`config.mk`:
```
export PLATFORM = sky130hd
export DESIGN_NAME = narrow_to_wide_pack_fifo
export DESIGN_NICKNAME = d
export VERILOG_FILES = /design/src/rtl/narrow_to_wide_pack_fifo.sv
export SDC_FILE = /design/constraint.sdc
export NUM_CORES = 1
export LEC_CHECK = 0
export BUFFER_PORTS_ARGS = -buffer_cell sky130_fd_sc_hd__buf_2
export CORE_ASPECT_RATIO = 1.5
export CORE_MARGIN = 2
export CORE_UTILIZATION = 45
export DETAILED_ROUTE_END_ITERATION = 16
export PLACE_DENSITY = 0.64
export SKIP_CTS_REPAIR_TIMING = 1
export SYNTH_ARGS = -nofsm -noshare
export SYNTH_HDL_FRONTEND = slang
export SYNTH_SLANG_ARGS = --single-unit
```
`constraint.sdc`:
```
create_clock -name clk_i -period 3.25 [get_ports clk_i]
set_clock_uncertainty 0.15 [all_clocks]
set_input_delay 0.65 -clock clk_i [delete_from_list [all_inputs] [get_ports clk_i]]
set_output_delay 0.65 -clock clk_i [all_outputs]
set_load 0.05 [all_outputs]
```
`src/rtl/narrow_to_wide_pack_fifo.sv`:
```
// Packs NARROW_WIDTH elements into WIDE_WIDTH words with per-lane strobes and queues them in a DEPTH-entry FIFO.
// Define NARROW_TO_WIDE_PACK_FIFO_PARTIAL_EN to let last_i close a partially filled word.
module narrow_to_wide_pack_fifo #(
    parameter int unsigned NARROW_WIDTH = 32,
    parameter int unsigned WIDE_WIDTH   = 64,
    parameter int unsigned DEPTH        = 4,
    localparam int unsigned RATIO       = WIDE_WIDTH / NARROW_WIDTH,
    localparam int unsigned ADDR_DEPTH  = $clog2(DEPTH)
) (
    input  logic                    clk_i,
    input  logic                    rst_ni,
    input  logic                    flush_i,
    input  logic [NARROW_WIDTH-1:0] data_i,
    input  logic                    push_i,
    input  logic                    last_i,
    output logic                    full_o,
    output logic                    empty_o,
    output logic [ADDR_DEPTH:0]     usage_o,
    output logic [WIDE_WIDTH-1:0]   data_o,
    output logic [RATIO-1:0]        strb_o,
    input  logic                    pop_i
);

    localparam int unsigned LANE_W = (RATIO > 1) ? $clog2(RATIO) : 1;
    localparam logic [LANE_W-1:0]   LAST_LANE = LANE_W'(RATIO - 1);
    localparam logic [ADDR_DEPTH:0] USAGE_MAX = (ADDR_DEPTH + 1)'(DEPTH);

    logic [WIDE_WIDTH-1:0] mem_q      [DEPTH];
    logic [WIDE_WIDTH-1:0] mem_d      [DEPTH];
    logic [RATIO-1:0]      strb_mem_q [DEPTH];
    logic [RATIO-1:0]      strb_mem_d [DEPTH];
    logic [ADDR_DEPTH-1:0] wr_ptr_q, wr_ptr_d;
    logic [ADDR_DEPTH-1:0] rd_ptr_q, rd_ptr_d;
    logic [ADDR_DEPTH:0]   usage_q, usage_d;
    logic [LANE_W-1:0]     lane_q, lane_d;
    logic [WIDE_WIDTH-1:0] asm_q, asm_d, asm_nx;
    logic [RATIO-1:0]      mask_q, mask_d, mask_nx;
    logic                  push_ok, pop_ok, close, commit;

    assign full_o  = (usage_q == USAGE_MAX);
    assign empty_o = (usage_q == '0);
    assign usage_o = usage_q;
    assign data_o  = mem_q[rd_ptr_q];
    assign strb_o  = strb_mem_q[rd_ptr_q];
    assign push_ok = push_i && !full_o;
    assign pop_ok  = pop_i && !empty_o;

    always_comb begin
        mem_d      = mem_q;
        strb_mem_d = strb_mem_q;
        wr_ptr_d   = wr_ptr_q;
        rd_ptr_d   = rd_ptr_q;
        usage_d    = usage_q;
        lane_d     = lane_q;
        asm_d      = asm_q;
        mask_d     = mask_q;
        asm_nx     = asm_q;
        mask_nx    = mask_q;
        commit     = 1'b0;

        for (int unsigned k = 0; k < RATIO; k++) begin
            if (LANE_W'(k) == lane_q) begin
                asm_nx[k*NARROW_WIDTH +: NARROW_WIDTH] = data_i;
                mask_nx[k] = 1'b1;
            end
        end

`ifdef NARROW_TO_WIDE_PACK_FIFO_PARTIAL_EN
        close = (lane_q == LAST_LANE) || last_i;
`else
        close = (lane_q == LAST_LANE);
`endif

        // Flush wins over push/pop; stored words stay in mem but become unreachable.
        if (flush_i) begin
            wr_ptr_d = '0;
            rd_ptr_d = '0;
            usage_d  = '0;
            lane_d   = '0;
            asm_d    = '0;
            mask_d   = '0;
        end else begin
            if (push_ok) begin
                if (close) begin
                    mem_d[wr_ptr_q]      = asm_nx;
                    strb_mem_d[wr_ptr_q] = mask_nx;
                    wr_ptr_d = wr_ptr_q + ADDR_DEPTH'(1);
                    lane_d   = '0;
                    asm_d    = '0;
                    mask_d   = '0;
                    commit   = 1'b1;
                end else begin
                    asm_d  = asm_nx;
                    mask_d = mask_nx;
                    lane_d = lane_q + LANE_W'(1);
                end
            end
            if (pop_ok) begin
                rd_ptr_d = rd_ptr_q + ADDR_DEPTH'(1);
            end
            case ({commit, pop_ok})
                2'b10:   usage_d = usage_q + (ADDR_DEPTH + 1)'(1);
                2'b01:   usage_d = usage_q - (ADDR_DEPTH + 1)'(1);
                default: usage_d = usage_q;
            endcase
        end
    end

    always_ff @(posedge clk_i or negedge rst_ni) begin
        if (!rst_ni) begin
            for (int unsigned i = 0; i < DEPTH; i++) begin
                mem_q[i]      <= '0;
                strb_mem_q[i] <= '0;
            end
            wr_ptr_q <= '0;
            rd_ptr_q <= '0;
            usage_q  <= '0;
            lane_q   <= '0;
            asm_q    <= '0;
            mask_q   <= '0;
        end else begin
            mem_q      <= mem_d;
            strb_mem_q <= strb_mem_d;
            wr_ptr_q   <= wr_ptr_d;
            rd_ptr_q   <= rd_ptr_d;
            usage_q    <= usage_d;
            lane_q     <= lane_d;
            asm_q      <= asm_d;
            mask_q     <= mask_d;
        end
    end

`ifndef SYNTHESIS
    a_no_push_when_full: assert property (@(posedge clk_i) disable iff (!rst_ni) push_i |-> !full_o);
    a_no_pop_when_empty: assert property (@(posedge clk_i) disable iff (!rst_ni) pop_i |-> !empty_o);
`endif

endmodule
```
# Word level (Yosys, flattened, before mapping)
# Index checks and enable logic that the tools add are counted.
# Widths: inputs -> output; s select.
[word_totals]
reg_bits = 338
in_bits = 38
out_inout_bits = 71
elab_cells = 75
[classes]
addsub = 5
order_cmp = 3
eq_ne = 3
n_mux = 35
n_bitwise = 3
n_reduce_logical = 12
[op_table]
columns = ["cell", "count"]
rows = [
  ["$mux 64", 6],
  ["$bwmux 256", 1],
  ["$bmux 64 s2", 1],
  ["$demux 64 s2", 1],
  ["$mux 32", 2],
  ["$mux 2", 11],
  ["$bwmux 8", 1],
  ["$mux 1", 8],
  ["$ge 3x3->1 const B", 2],
  ["$not 2->3", 2],
  ["$pmux 3 s2", 1],
  ["$reduce_bool 2->1", 3],
  ["$add 2x1->2 const B", 2],
  ["$bmux 2 s2", 1],
  ["$demux 2 s2", 1],
  ["$add 3x1->3 const B", 1],
  ["$eq 3x3->1 const B", 1],
  ["$logic_and 1x1->1", 3],
  ["$logic_not 3->1", 1],
  ["$lt 3x1->1 const B", 1],
  ["$mux 3", 1],
  ["$reduce_and 3->1", 1],
  ["$reduce_bool 3->1", 1],
  ["$sub 3x1->3 const B", 1],
  ["other kinds (6)", 7],
]

# Depth between registers and ports, before layout
# Gate-level depths: netlist (run 1).
[logic_depth]
word_depth = 8
ltp_mapped = 8
mapped_depth_nobuf = 6

# Least setup slack after synthesis (run 1)
# No wires, ideal clock.
[synth_timing]
path_kind = "register to output"
start = "register usage_q[0], in the netlist usage_o[0]"
end = "output empty_o"
arrival_time_ps = 1780
required_ps = 2450
slack_ps = 670
stages_incl_launch_ff = 2
n_path_buf = 0
path_cell_list = "dfrtp_1 -> nor3_1"
[synth_via]
elab_chain_cells = 1
[synth_rtl]
columns = ["item", "line", "rtl"]
rows = [
  ["start, declared", "34", "logic [ADDR_DEPTH:0] usage_q, usage_d;"],
  ["start signal, assigned", "126", "usage_q <= usage_d;"],
  ["$logic_not 3->1", "41", "assign empty_o = (usage_q == '0);"],
  ["end, declared", "17", "output logic empty_o,"],
]
# Every way passes these cells.

# Worst setup path after layout (run 1)
[layout_timing]
start = "register rd_ptr_q[0]"
end = "output data_o[24]"
[layout_via]
elab_chain_cells = 4
[layout_rtl]
columns = ["item", "line", "rtl"]
rows = [
  ["start, declared", "33", "logic [ADDR_DEPTH-1:0] rd_ptr_q, rd_ptr_d;"],
  ["start signal, assigned", "125", "rd_ptr_q <= rd_ptr_d;"],
  ["$not 2->3 (not written as such)", "43", "assign data_o = mem_q[rd_ptr_q];"],
  ["$bmux 64 s2", "43", ""],
  ["$mux 64 (not written as such) (2 in a row)", "43", ""],
  ["end, declared", "19", "output logic [WIDE_WIDTH-1:0] data_o,"],
]
# Every way passes these cells. The select of a mux whose other input is x is not followed.

==> metrics.md, run 1 <==
| Metric | Value |
|---|---|
| Clk sink count | `approximately 340` |
| Fmax | `0.322 GHz` |
| Hold Violations, Final | `0` |
| Worst setup path end | `data_o[24]` |
| Final Max Tran Viols | `0` |
| Placer Congestion | `approximately 0.74` |
| Global route overflow | `0` |
| CTS Buf Count | `31` |
| Crit. Startpoint | `rd_ptr_q[0]$_DFFE_PN0P_` |
| Synthesized area | `around 14000 µm²` |
| RR Endpoint | `usage_o[2]$_DFFE_PN0P_` |
| Post-DRT Antenna Nets | `0` |
| Yosys warning total | `0` |
| Async SR Flop Fraction | `100%` |
| R2R Setup Slk | `between 900 and 1000 ps` |
| Crit share post-route | `95.5%` |
| Die H | `221 µm` |
| Endpoints failing setup | `0` |
| Hold Path Class | `input port to flip-flop` |
| Post-synth EDFFs | `0` |
| I/O pins | `109` |
| Post-synth top area share | `59.5%` |
| RSZ-0062 raised after global routing | `no` |
| Initial antenna violation count | `1` |
| Required time of the critical path | `around 2500 ps` |
| Clk_lat worst skew | `560 ps` |
| Core area | `~31000 µm²` |
| Die width | `about 150 µm` |
| Post-route setup TNS | `0 ps` |
| Starting Density | `between 40% and 50%` |
| Critical R2R Launch | `usage_o[1]$_DFFE_PN0P_` |
| First-pass GRT wire length | `54.0 mm` |
| Reg2Reg Depth | `5` |
| Reg clk slew, reported paths | `roughly 70 ps` |
| Post-synth top flop | `dfrtp_1` |
| Pwr Density | `976 nW/µm²` |
| Most area-hungry cell type in the Yosys netlist | `dfrtp_1` |
| Static Leak | `a little over 0.007 µW` |
| WL final | `33.7 mm` |
| Crit end category | `output port` |
| Top cells by count, synth | `dfrtp_1, nor2_1, a21oi_1` |
| Share of layout cells above drive strength 1 | `between 20% and 30%` |
| Mapped Cells | `1185` |
| Count leader, synth | `dfrtp_1` |
| CTS tree | `yes` |
| Count of maximum capacitance violations | `0` |
| HPWL Detailed | `around 21 mm` |
| Via Count | `~9.2k` |
| Slew HR | `a little over half` |
| Die area | `32900 µm²` |
| Starting DRC count in detailed routing | `541` |
| DR vias/cell | `approximately 5.5` |
| # port buffers | `between 100 and 150` |
| Worst ir drop on vdd | `0.654 mV` |
| Distinct cells, synth | `31` |
| Largest net degree at the start of global routing | `131` |
| Shortest period the worst path allows | `between 3000 and 4000 ps` |
| Worst Max-Slew Pin Slew | `658 ps` |
| Clock tree buffer depth | `3` |
| Area Overhead vs Synth | `14.7%` |
| Startpoint Class | `flip-flop` |
| CP max FO | `13` |
| Finished Layout Cells | `between 1.5k and 2k` |
| Sequential area share after synthesis | `59.5%` |
| DP Area | `15100 µm²` |
| Synthesis-stage register bit count | `336` |
| Row Count | `roughly 80` |
| Critical Path AT | `about 2300 ps` |
| Routed len/inst | `~20 µm` |
| Mapped Avg Cell Area | `roughly 12 µm²` |
| First-pass DRT Iterations | `5` |
| Root Buffer | `clkbuf_16` |
| Fin nets | `1303` |
| Syn nets | `1228` |
| Worst Setup Path Type | `flip-flop to output port` |
| Number of global-route vias before repair | `9329` |
| Post-Place Cells | `1631` |
| Total power | `approximately 16000 µW` |
| Outcome | `finished clean` |
| H-tree Lvls | `1` |
| Synth area leaders | `dfrtp_1, mux4_2, a21oi_1` |
| Design area | `~16000 µm²` |
| Global Route Usage Sum | `around a fifth` |
| Post-route DRC | `0` |
[area by class of cell]
type	instances	area (µm²)
antenna	1	2.50
clock buffer	41	893
tap	405	507
multi-input combinational	757	5300
clock inverter	13	200
inverter	3	11.3
timing repair buffer	131	891
sequential	336	8420
fill	2722	14800
[where the power goes]
| group | switching (µW) | internal, µW | leakage, µW |
|---|---|---|---|
| combinational | 4180 | 2040 | 0.00239 |
| clock | 1570 | 2320 | 0.000529 |
| sequential | 565 | 5170 | 0.00430 |
[per-layer routing]
metal,up-vias,part of all wire [%],track usage (%)
li1,4286,-,-
met1,4688,43,29.3
met2,203,50,35.0
met3,51,4.2,2.31
met4,0,3.0,7.28
met5,-,0,0
[worst max-delay path: stages (launching register included)]
cell	delay, ps
dfrtp_4	550
buf_4	350
mux4_2	600
buf_2	240
[state kept, by name, indices dropped and copies added (netlist names)]
name        cells
asm_q          64
mask_q          1
mem_q         256
rd_ptr_q        2
strb_mem_q      8
usage_o         3
wr_ptr_q        2
[layout by cell type (no fill, tap or decap), types with 4 or more instances in the layout]
| cell type | n |
|---|---|
| nor4b_4 | 4 |
| and2_1 | 33 |
| nand2_1 | 6 |
| dfrtp_1 | 333 |
| mux4_2 | 66 |
| or2_2 | 8 |
| bufinv_16 | 5 |
| a22o_1 | 33 |
| ha_1 | 4 |
| clkinvlp_4 | 4 |
| clkinv_2 | 4 |
| clkbuf_16 | 31 |
| a21oi_1 | 257 |
| clkbuf_8 | 8 |
| mux2i_1 | 65 |
| nor2_1 | 260 |
| buf_4 | 10 |
| buf_2 | 106 |
| buf_12 | 13 |
[through the flow]
| stage | utilization, % | hold slack, ps | setup WS [ps] |
|---|---|---|---|
| 2_1_floorplan | - | 204 | 670 |
| 3_3_place_gp | 48.7 | 298 | 671 |
| 3_5_place_dp | 48.7 | 302 | 679 |
| 4_1_cts | 52.2 | -104 | 84.3 |
| 5_1_grt | 52.3 | 207 | 51.8 |
| 6_report | 52.3 | 201 | 146 |
[how the worst min path moves through the flow]
stage / from / to / slack [ps] / depth (start not counted)
6_report: data_i[7] / asm_q[7]$_DFFE_PN0P_ / 200 / 2
3_3_place_gp: strb_mem_q[6]$_DFFE_PN0P_ / strb_mem_q[6]$_DFFE_PN0P_ / 300 / 1
3_5_place_dp: strb_mem_q[1]$_DFFE_PN0P_ / strb_mem_q[1]$_DFFE_PN0P_ / 300 / 1
2_1_floorplan: rst_ni / asm_q[0]$_DFFE_PN0P_ / 200 / 0
4_1_cts: rst_ni / mem_q[177]$_DFFE_PN0P_ / -100 / 1
5_1_grt: data_i[22] / asm_q[22]$_DFFE_PN0P_ / 210 / 2
[logic make-up (layout without fill, tap and decap cells)]
logic type | count (synthesis) | in the layout | synth area share (%)
buffers and inverters | 92 | 188 | 3.16
AOI/OAI and AO/OA | 296 | 296 | 11.4
and+or+nand+nor | 320 | 320 | 10.0
xor gates and xnor gates | 3 | 3 | 0.186
DFF | 336 | 336 | 59.5
muxes | 133 | 133 | 15.3
other | 0 | 1 | 0
adders and majority gates | 5 | 5 | 0.496
(Power assumes the default switching activity.)
==> run 2: changes to the inputs <==
--- a/config.mk
+++ b/config.mk
@@ -5,13 +5,15 @@
 export SDC_FILE = /design/constraint.sdc
 export NUM_CORES = 1
 export LEC_CHECK = 0
-export BUFFER_PORTS_ARGS = -buffer_cell sky130_fd_sc_hd__buf_2
+export BUFFER_PORTS_ARGS = -buffer_cell sky130_fd_sc_hd__buf_4
 export CORE_ASPECT_RATIO = 1.5
 export CORE_MARGIN = 2
 export CORE_UTILIZATION = 45
 export DETAILED_ROUTE_END_ITERATION = 16
+export MAX_ROUTING_LAYER = met4
 export PLACE_DENSITY = 0.64
 export SKIP_CTS_REPAIR_TIMING = 1
+export SKIP_LAST_GASP = 1
 export SYNTH_ARGS = -nofsm -noshare
 export SYNTH_HDL_FRONTEND = slang
 export SYNTH_SLANG_ARGS = --single-unit
==> run 2 against run 1 <==
Effect of this change: power grew 3.6%; cell count grew 0.47%; via count grew 0.37%; sequential power is essentially flat; clock-buffer cell count grew 13; largest power group unchanged; utilization grew 1.1 points; cell area grew 2.2%; critical path depth is the same; worst setup slack gained 28 ps; highest routed layer unchanged; sequential share of layout area shrank 1.1 points.
==> metrics.md, run 2 (synthesized netlist as in run 1, its figures left out) <==
| Metric | Value |
|---|---|
| Outcome | `finished clean` |
| CP max stage cell | `dfrtp_4` |
| Die width | `149 µm` |
| Worst Max-Slew Pin Slew | `around 690 ps` |
| Initial antenna violation count | `1` |
| Clk_lat worst skew | `between 500 and 600 ps` |
| Clock tree buffer depth | `3` |
| Core area | `31000 µm²` |
| Reg clk slew, reported paths | `60 ps` |
| RSZ-0062 raised after global routing | `no` |
| Most flops, register | `mem_q` |
| Hold_sp | `data_i[22]` |
| Most frequent cells in the layout | `dfrtp_1, nor2_1, a21oi_1` |
| Area Overhead vs Synth | `17.2%` |
| CP max FO | `23` |
| Regs by FF count | `mem_q x256, asm_q x64, strb_mem_q x8` |
| Crit end category | `output port` |
| Post-DRT Antenna Nets | `0` |
| Post-route setup TNS | `0 ps` |
| H-tree Lvls | `2` |
| WL final | `about 34 mm` |
| Static Leak | `about 0.0074 µW` |
| Final Util | `53.4%` |
| Fin nets | `about 1.3k` |
| RR Endpoint | `usage_o[2]$_DFFE_PN0P_` |
| Worst hold stages | `2` |
| Fmax | `0.325 GHz` |
| Clk sink count | `roughly 340` |
| Routed len/inst | `between 20 and 25 µm` |
| Number of global-route vias before repair | `9443` |
| I/O pins | `about 110` |
| CTS tree | `yes` |
| HPWL Detailed | `between 20 and 25 mm` |
| Pwr Density | `990 nW/µm²` |
| Crit share post-route | `94.7%` |
| Final Max Tran Viols | `0` |
| Placer Congestion | `0.757` |
| Starting Density | `approximately 46%` |
| Startpoint Class | `flip-flop` |
| Total power | `between 15000 and 20000 µW` |
| First-pass GRT wire length | `54.9 mm` |
| Largest net degree at the start of global routing | `between 100 and 150` |
| Required time of the critical path | `between 2000 and 2500 ps` |
| Share of layout cells above drive strength 1 | `21.3%` |
| Row Count | `79` |
| WHS | `around 240 ps` |
| Fillers | `about 2.7k` |
| Hold Violations, Final | `0` |
| Max reg flops | `between 200 and 300` |
| R2R Setup Slk | `around 870 ps` |
| Slew HR | `a little over half` |
| Die H | `around 220 µm` |
| First-pass DRT Iterations | `5` |
| Via Count | `9262` |
| Endpoints failing setup | `0` |
| Post-route DRC | `0` |
| Hold Path Sink | `asm_q[22]$_DFFE_PN0P_` |
| Critical Path AT | `between 2000 and 2500 ps` |
| Global Route Usage Sum | `between 20 and 25%` |
| Crit-path cells | `buf_12, mux4_2, buf_4` |
| Global route overflow | `0` |
| Reg2Reg Depth | `5` |
| Worst Setup Path Type | `flip-flop to output port` |
| # port buffers | `107` |
| Commonest non-fill, non-tap cell in the layout | `dfrtp_1` |
| CTS Buf Count | `34` |
| Hold Path Class | `input port to flip-flop` |
| Worst ir drop on vdd | `approximately 0.63 mV` |
| Die area | `32900 µm²` |
| Peak per-stage delay on the critical path | `roughly 640 ps` |
| Starting DRC count in detailed routing | `548` |
| Root Buffer | `clkbuf_16` |
| Critical R2R Launch | `usage_o[1]$_DFFE_PN0P_` |
| Shortest period the worst path allows | `a little over 3000 ps` |
| DR vias/cell | `5.46` |
| Count of maximum capacitance violations | `0` |
==> run 2: worst max-delay path: cells and delay by family (launching register included) <==
kind,cells,cell delay (ps)
multiplexers,1,600
flip-flops,1,640
buffers and inverters,2,500
==> run 2: where the power goes <==
group | total [µW] | switching [µW] | internal (µW)
Sequential | 5740 | 569 | 5170
Combinational | 6670 | 4230 | 2430
Clock | 4000 | 1620 | 2390
==> run 2: metal layers <==
metal / track usage (%) / up-vias / routed length, µm
met2: 35.8 / 233 / 17200
met5: - / - / 0
met3: 3.03 / 48 / 1580
li1: - / 4309 / -
met1: 29.5 / 4672 / 14500
met4: 7.22 / 0 / 1010
==> run 2: through the flow <==
stage               worst slack, ps  instance area, µm²  cells
floorplan                       670               14100   1185
global placement                691               15400   1633
detailed placement              693               15400   1633
CTS                             123               16600   1693
global route                   84.0               16600   1695
finish                          174               16600   1695
==> run 2: worst max path at each step <==
stage / from / end / cells past startpoint
after CTS: rd_ptr_q[0]$_DFFE_PN0P_ / data_o[52] / 3
after floorplan: usage_o[0]$_DFFE_PN0P_ / empty_o / 1
after global placement: rd_ptr_q[0]$_DFFE_PN0P_ / data_o[3] / 3
after global routing: rd_ptr_q[0]$_DFFE_PN0P_ / data_o[3] / 3
after detailed placement: rd_ptr_q[0]$_DFFE_PN0P_ / data_o[3] / 3
final: rd_ptr_q[0]$_DFFE_PN0P_ / data_o[34] / 3
==> run 2: layout make-up <==
type	instances	area [µm²]	area share [%]
Tap cell	405	507	3.06
Multi-Input combinational cell	757	5300	32.0
Antenna cell	1	2.50	0.0151
Inverter	3	11.3	0.0679
Sequential cell	336	8420	50.8
Clock inverter	6	65.1	0.393
Timing Repair Buffer	133	1180	7.14
Clock buffer	54	1090	6.58
==> run 3: changes to the inputs <==
--- a/config.mk
+++ b/config.mk
@@ -6,12 +6,13 @@
 export NUM_CORES = 1
 export LEC_CHECK = 0
 export BUFFER_PORTS_ARGS = -buffer_cell sky130_fd_sc_hd__buf_4
-export CORE_ASPECT_RATIO = 1.5
+export CORE_ASPECT_RATIO = 1.2
 export CORE_MARGIN = 2
 export CORE_UTILIZATION = 45
 export DETAILED_ROUTE_END_ITERATION = 16
 export MAX_ROUTING_LAYER = met4
 export PLACE_DENSITY = 0.64
+export RECOVER_POWER = 100
 export SKIP_CTS_REPAIR_TIMING = 1
 export SKIP_LAST_GASP = 1
 export SYNTH_ARGS = -nofsm -noshare
==> run 3 against run 2 <==
Effect of this change: the flow now finishes with violations (capacitance limit, slew limit); die area is essentially flat; cell area is 2.4% lower; power is 3.1% lower; critical endpoint is now data_o[42].
==> metrics.md, run 3 (synthesized netlist as in run 1, its figures left out) <==
| Metric | Value |
|---|---|
| Worst Setup Path Type | `flip-flop to output port` |
| Clock tree buffer depth | `3` |
| Root Buffer | `clkbuf_16` |
| WL final | `between 30 and 40 mm` |
| Hold Violations, Final | `0` |
| Fin nets | `between 1k and 1.5k` |
| Most flops, register | `mem_q` |
| Count of maximum capacitance violations | `1` |
| Multi-input gate area | `5250 µm²` |
| Placer Congestion | `approximately 0.8` |
| Post-route setup TNS | `0 ps` |
| Max reg flops | `256` |
| Required time of the critical path | `2450 ps` |
| Clk_lat worst skew | `roughly 500 ps` |
| Die H | `between 150 and 200 µm` |
| Final worst setup slack | `131 ps` |
| I/O pins | `around 110` |
| Largest net degree at the start of global routing | `about 130` |
| Endpoints failing setup | `0` |
| Switching part of the total | `around 40%` |
| Starting Density | `about 45%` |
| Starting DRC count in detailed routing | `602` |
| # port buffers | `about 110` |
| Met1 WL | `around 15 mm` |
| Die area | `around 33000 µm²` |
| Worst Max-Slew Pin Slew | `~1500 ps` |
| Outcome | `finished with violations` |
| HPWL Detailed | `approximately 22 mm` |
| Fmax | `about 0.32 GHz` |
| Initial antenna violation count | `0` |
| Reg clk slew, reported paths | `60 ps` |
| DR vias/cell | `~5.4` |
| Top Layer Used | `met4` |
| Startpoint Class | `flip-flop` |
| Via Count | `between 9k and 10k` |
| CTS Buf Count | `34` |
| RSZ-0062 raised after global routing | `no` |
| Static Leak | `approximately 0.0072 µW` |
| Met3 wire len | `~1.6 mm` |
| Crit. Startpoint | `rd_ptr_q[1]$_DFFE_PN0P_` |
| Clk sink count | `~340` |
| Failing checks | `capacitance limit, slew limit` |
| Core area | `31200 µm²` |
| Net Switching | `between 6000 and 7000 µW` |
| Global Route Usage Sum | `21.5%` |
| CP max FO | `31` |
| Slew HR | `-2.55%` |
| Internal Pwr Total | `9570 µW` |
| Reg2Reg Depth | `6` |
| Share of layout cells above drive strength 1 | `about a fifth` |
| Crit end category | `output port` |
| Worst setup path end | `data_o[42]` |
| First-pass DRT Iterations | `4` |
| Hold Path Class | `input port to flip-flop` |
| RR Endpoint | `mem_q[86]$_DFFE_PN0P_` |
| Final Max Tran Viols | `57` |
| R2R Setup Slk | `just over 400 ps` |
| Regs by FF count | `mem_q x256, asm_q x64, strb_mem_q x8` |
| Comb pwr share | `between 30% and 40%` |
| Crit share post-route | `between 90% and 100%` |
| Shortest period the worst path allows | `roughly 3100 ps` |
| Most frequent cells in the layout | `dfrtp_1, nor2_1, a21oi_1` |
| Sequential cell area | `approximately 8400 µm²` |
| Clock network power share | `~25%` |
| Die width | `166 µm` |
| Post-DRT Antenna Nets | `0` |
| H-tree Lvls | `2` |
| Number of global-route vias before repair | `9320` |
| Global route overflow | `0` |
| CTS tree | `yes` |
| Fillers | `around 2.7k` |
| Pre-CTS setup slack | `about 730 ps` |
| Routed len/inst | `19.9 µm` |
| First-pass GRT wire length | `between 50 and 60 mm` |
| Pwr Density | `983 nW/µm²` |
| Ant. Diodes | `0` |
| Critical Path AT | `around 2300 ps` |
| Critical R2R Launch | `usage_o[0]$_DFFE_PN0P_` |
| Area Overhead vs Synth | `14.4%` |
| Seq pwr share | `around 36%` |
| Commonest non-fill, non-tap cell in the layout | `dfrtp_1` |
| DR WL met2 | `16.3 mm` |
| Post-route DRC | `0` |
| Row Count | `between 70 and 80` |
| Worst ir drop on vdd | `0.619 mV` |
==> run 3: cell count changes in the layout (fill, tap and decap cells not counted), sizes merged <==
cell	before	now
bufinv	1	2
clkbuf	54	127
buf	132	57
clkinvlp	1	0
diode	1	0
==> run 3: worst max-delay path: stages (launching register included) <==
cell and delay [ps]:
dfrtp_2 670, buf_6 390, mux4_2 440, clkbuf_2 270
==> run 3: worst min-delay path by stage <==
stage / startpoint / endpoint / cells past startpoint
6_report: data_i[6] / asm_q[6]$_DFFE_PN0P_ / 2
2_1_floorplan: rst_ni / asm_q[0]$_DFFE_PN0P_ / 0
5_1_grt: data_i[13] / asm_q[13]$_DFFE_PN0P_ / 2
4_1_cts: rst_ni / mem_q[243]$_DFFE_PN0P_ / 1
3_5_place_dp: strb_mem_q[2]$_DFFE_PN0P_ / strb_mem_q[2]$_DFFE_PN0P_ / 1
3_3_place_gp: strb_mem_q[0]$_DFFE_PN0P_ / strb_mem_q[0]$_DFFE_PN0P_ / 1
==> run 3: cell type report <==
type / count / area share, %
Clock inverter: 6 / 0.518
Inverter: 3 / 0.0696
Sequential cell: 336 / 52.0
Tap cell: 401 / 3.10
Multi-Input combinational cell: 757 / 32.4
Timing Repair Buffer: 134 / 5.47
Clock buffer: 51 / 6.40
==> run 3: power groups by stage <==
stage / combinational (µW) / sequential (µW) / clock (µW)
2_1_floorplan: 4880 / 5630 / 0
3_3_place_gp: 6650 / 5770 / 0
3_5_place_dp: 6710 / 5830 / 0
4_1_cts: 6730 / 5760 / 4000
5_1_grt: 6640 / 5890 / 4180
6_report: 6230 / 5750 / 3920
==> run 3: routing by layer <==
layer	track usage [%]	up-vias
met5	-	-
met4	5.73	0
met3	3.66	49
met2	33.8	209
met1	29.3	4640
li1	-	4301
==> run 3: stage by stage <==
step | cell area, µm² | hold slack, ps | utilization, % | cells | power (µW)
floorplan | 14100 | 204 | - | 1185 | 10500
global placement | 15400 | 297 | 49.3 | 1630 | 12400
detailed placement | 15400 | 298 | 49.3 | 1630 | 12500
CTS | 16500 | -60.1 | 52.9 | 1687 | 16500
global route | 16200 | 244 | 51.9 | 1688 | 16700
finish | 16200 | 255 | 51.9 | 1688 | 15900
